===== src/rtl/if_id_fetch_queue.sv =====
// Decoupling instruction queue between IF and ID: holds up to DEPTH fetch bundles in order
// and presents the oldest to ID. A WB flush or ID branch redirect empties it.
module if_id_fetch_queue #(
  parameter int DEPTH = 4,
  parameter int PTR_W = 2,
  parameter int BUS_W = 112
) (
  input  logic             clk,
  input  logic             resetn,
  input  logic             if_to_fq_valid,
  input  logic [BUS_W-1:0] if_to_fq_bus,
  output logic             fq_allowin,
  output logic             fq_to_id_valid,
  output logic [BUS_W-1:0] fq_to_id_bus,
  input  logic             id_allowin,
  input  logic             flush,
  input  logic             br_taken,
  output logic [PTR_W:0]   fq_count,
  output logic             fq_excep_hold
);

  // Handshake: a transfer happens on a cycle where valid and the receiver's
  // allowin are both high; neither side's allowin depends on its own valid.

  localparam logic [PTR_W:0]   CNT_FULL = (PTR_W+1)'(DEPTH);
  localparam logic [PTR_W:0]   CNT_ONE  = (PTR_W+1)'(1);
  localparam logic [PTR_W-1:0] PTR_ONE  = PTR_W'(1);

  logic [BUS_W-1:0] entry [DEPTH];
  logic [DEPTH-1:0] entry_vld;
  logic [PTR_W-1:0] wr_ptr;
  logic [PTR_W-1:0] rd_ptr;
  logic [PTR_W:0]   count;
  logic             excep_hold;
  logic             kill;
  logic             enq;
  logic             deq;

  assign kill           = flush | br_taken;
  // Full is judged by occupancy alone so a same-cycle dequeue never opens a slot.
  assign fq_allowin     = resetn & ~kill & ~excep_hold & (count != CNT_FULL);
  assign enq            = if_to_fq_valid & fq_allowin;
  assign fq_to_id_valid = (count != '0) & entry_vld[rd_ptr] & ~kill;
  assign deq            = fq_to_id_valid & id_allowin;
  assign fq_to_id_bus   = entry[rd_ptr];
  assign fq_count       = count;
  assign fq_excep_hold  = excep_hold;

  always_ff @(posedge clk or negedge resetn) begin
    if (!resetn) begin
      wr_ptr     <= '0;
      rd_ptr     <= '0;
      count      <= '0;
      excep_hold <= 1'b0;
      entry_vld  <= '0;
    end else if (kill) begin
      wr_ptr     <= '0;
      rd_ptr     <= '0;
      count      <= '0;
      excep_hold <= 1'b0;
      entry_vld  <= '0;
    end else begin
      if (enq) begin
        wr_ptr            <= wr_ptr + PTR_ONE;
        entry_vld[wr_ptr] <= 1'b1;
        // An exception bundle is the last one admitted until the pipe is killed.
        if (if_to_fq_bus[47]) excep_hold <= 1'b1;
      end
      if (deq) begin
        rd_ptr            <= rd_ptr + PTR_ONE;
        entry_vld[rd_ptr] <= 1'b0;
      end
      case ({enq, deq})
        2'b10:   count <= count + CNT_ONE;
        2'b01:   count <= count - CNT_ONE;
        default: count <= count;
      endcase
    end
  end

  always_ff @(posedge clk or negedge resetn) begin
    if (!resetn) begin
      for (int i = 0; i < DEPTH; i++) entry[i] <= '0;
    end else if (enq) begin
      entry[wr_ptr] <= if_to_fq_bus;
    end
  end

endmodule


===== config.mk =====
export PLATFORM = sky130hd
export DESIGN_NAME = if_id_fetch_queue
export DESIGN_NICKNAME = d
export VERILOG_FILES = /design/src/rtl/if_id_fetch_queue.sv
export SDC_FILE = /design/constraint.sdc
export NUM_CORES = 1
export LEC_CHECK = 0
export CAP_MARGIN = 10
export CORE_MARGIN = 5
export CORE_UTILIZATION = 55
export CTS_CLUSTER_DIAMETER = 40
export DETAILED_ROUTE_END_ITERATION = 8
export GPL_TIMING_DRIVEN = 0
export HOLD_SLACK_MARGIN = 0.06
export PLACE_DENSITY = 0.83
export SLEW_MARGIN = 30
export SYNTH_ARGS = -nofsm -noshare
export SYNTH_HDL_FRONTEND = slang
export SYNTH_SLANG_ARGS = --single-unit

===== constraint.sdc =====
create_clock -name clk -period 2.5 [get_ports clk]
set_input_delay 0.375 -clock clk [delete_from_list [all_inputs] [get_ports clk]]
set_output_delay 0.375 -clock clk [all_outputs]
set_load 0.005 [all_outputs]

==> results by group <==
Cells and area
  – Commonest non-fill, non-tap cell in the layout: dfrtp_1
  – Multi-input gate area: roughly 8000 µm²
  – # fillers: between 2000 and 2500
  – Layout area overhead: 31.7%
  – NumNets Final: between 1500 and 2000
  – Commonest cells after routing, fill and taps aside: dfrtp_1 (459), mux2_2 (310), clkdlybuf4s50_1 (145), mux2_1 (138), mux4_2 (114)
  – Share of layout cells above drive strength 1: 47.2%
  – Seq. cell area: approximately 12000 µm²

Timing
  – Worst Tran Pin Value: 724 ps
  – Final hold vios: 0
  – Final slew viol count: 0
  – Unrepaired setup endpoints after global routing: true
  – Worst setup slack after layout: -265 ps
  – Worst Skew: about 27 ps
  – Hold slack: approximately 120 ps
  – Final setup violation count: roughly 110
  – Fin crit share: 111%
  – Final Critical Period: 2770 ps
  – Fmax: 0.362 GHz
  – Slew headroom: 51.7%

Logic synthesis
  – Register bit total from synthesis: 460
  – Mapped Avg Cell Area: 17.3 µm²
  – Post-Synth XOR/XNOR Area: less than 1%
  – Register area share after synthesis: between 50% and 60%
  – Yosys warns: 0
  – Post-synthesis cell type count: 30
  – Fraction of synthesized area in multiplexers: between 30% and 40%
  – Synth Area in Simple Gates: less than 1%
  – Synth Area in Compound Gates: less than 1%
  – EDFF count, synth: 0
  – Adder-Cell Fraction of Synth Area: less than 1%
  – Cells after synthesis: 1155
  – Main combinational cell family by area after synthesis: multiplexers
  – Commonest register cell after synthesis: dfrtp_1
  – Net Count, Synth: 1282
  – Post-Syn Area: 20000 µm²
  – Async set-or-reset flop fraction in the synthesized netlist: 100%

Clock network
  – Root Driver: clkbuf_16
  – Sink Count: 460
  – CTS tree: done
  – Clk buf depth: 3
  – H-tree Lvls: 3
  – Cts bufs inserted: 67
  – Insertion delay of the later-clocked pin in the worst-skew pair: a little under 600 ps
  – Clock slew at reported path FFs: ~60 ps

GRT
  – GRT Util Overall: 24.5%
  – Overflow after GRT: 0
  – Initial antenna violation count: 2
  – Vias in the first global route: ~13000
  – First-pass GRT wire length: between 70000 and 80000 µm
  – Largest net degree at the start of global routing: between 80 and 90

Status
  – Outcome: complete, but fails checks
  – Failing checks: negative setup slack

Setup path
  – CP startpoint kind: flop
  – Worst setup path startpoint: rd_ptr[0]
  – Crit path max fanout: 8
  – R2R Path Start: rd_ptr[0]
  – Setup crit end kind: output pin
  – Crit path DAT: ~2400 ps
  – Crit Path Category: flop to output pin
  – Worst-case reg-to-reg path depth: 7
  – WP data required: roughly 2100 ps

Power and ir drop
  – NetSw: ~4.7 mW
  – Sw frac: between 20% and 30%
  – Logic gate share of total power: 11.6%
  – Clock group share of total power: 48.2%
  – Seq pwr share: around two fifths
  – P_int: roughly 16 mW
  – Cell area power density: 773 nW/µm²
  – Leak: 12.6 nW
  – Worst VDD drop: between 0.7 and 0.8 mV

Placed design
  – Routability cong.: approximately 0.77
  – PortBufs: between 200 and 250
  – Hpwl dp: approximately 30000 µm
  – Dpl ws: -1380 ps

Run
  – Max Cap Viol: 0

Die
  – Die X: between 200 and 250 µm
  – CORE AREA: between 30000 and 40000 µm²
  – # IOs: approximately 240
  – Starting Density: a little under three fifths
  – Site Rows: 69
  – Die ar.: ~40000 µm²
  – Die Span Y: roughly 200 µm

Routing
  – Iteration-0 DRC Markers: about 530
  – Antenna violation net count after detailed routing: 0
  – DRC: 0
  – WL/cell: approximately 24 µm
  – Total routed wirelength: around 50000 µm
  – Detailed Routing Iterations Pass 1: 4
  – Vias: 11800
  – Vias per cell: 5.79

Min path
  – Hold Crit Class: input pin to asynchronous set/reset pin
## layer usage
layer | global-route usage (%) | wire, µm
met5 | 0 | 13
met4 | 6.69 | 1180
met3 | 6.16 | 2900
met2 | 40.6 | 24700
met1 | 32.8 | 20300
## power groups by stage
stage / logic [mW] / registers, mW / clock network (mW)
5_1_grt: 2.52 / 8.23 / 10.4
4_1_cts: 2.37 / 8.17 / 9.96
3_5_place_dp: 2.47 / 8.28 / 0
2_1_floorplan: 0.995 / 8.19 / 0
6_report: 2.35 / 8.18 / 9.80
3_3_place_gp: 2.38 / 8.27 / 0
## kinds of logic after synthesis
| kind of cell | after synthesis |
|---|---|
| DFF | 460 |
| and+or+nand+nor | 24 |
| xor gates and xnor gates | 2 |
| AOI/OAI and AO/OA | 8 |
| muxes | 566 |
| buffers and inverters | 86 |
| adders and majority gates | 9 |
## metrics by stage
stage / power, mW / setup TNS [ps] / instance area, µm² / instances / utilization [%]
final: 20.3 / -14580 / 26300 / 2039 / 73.6
after global routing: 21.1 / -21350 / 26300 / 2036 / 73.6
after CTS: 20.5 / -19660 / 26100 / 2017 / 73.0
after detailed placement: 10.8 / -585340 / 23100 / 1857 / 64.5
after global placement: 10.6 / - / 22900 / 1851 / 64.0
after floorplan: 9.19 / 0 / 20000 / 1155 / -
## repair_timing
item,in CTS,in global routing
endpoints found under the hold margin,201,0
pin swaps,1,1
hold buffers,8,0
setup buffers,23,18
gates cloned,8,2
endpoints found under the setup margin,569,280
resized for setup,359,72
## area by class of cell
class,instances,share of cell area (%)
sequential,460,43.8
multi-input combinational,609,30.4
antenna,3,0.0285
clock buffer,80,6.91
timing repair buffer,299,11.9
clock inverter,42,2.06
inverter,9,0.128
tap,461,2.19
buffer,76,2.58
## state kept, by name (all words and copies together) (netlist names)
signal and count:
entry 448, entry_vld 4, fq_count 3, rd_ptr 2
wr_ptr 2, fq_excep_hold 1
## cells in the mapped netlist, drive strengths merged (2+ instances only)
master / count / share of area [%]
nand2: 8 / 0.18
xnor2: 2 / 0.088
nor2: 7 / 0.13
a221oi: 4 / 0.18
dfrtp: 460 / 58
mux4: 114 / 13
clkbuf: 23 / 0.43
inv: 9 / 0.17
mux2i: 4 / 0.20
ha: 8 / 0.50
o21ai: 2 / 0.050
mux2: 448 / 25
buf: 54 / 1.8
nor3b: 2 / 0.10
## worst paths after layout
kind,slack (ps),to
worst min-delay path,120,entry[286]
worst max register to register,100,fq_count[2]
worst min register to register,480,entry[191]
max in group asynchronous,1280,entry[150]
worst max-delay path,-270,fq_to_id_bus[70]
min in group clk,480,entry[191]
## critical path, cell delays in order, from the launching register on
cell	delay, ps
dfrtp_1	400
clkbuf_16	180
buf_12	140
buf_12	120
buf_12	120
buf_6	110
buf_6	110
mux4_2	460
buf_6	140
(Power assumes the default switching activity.)
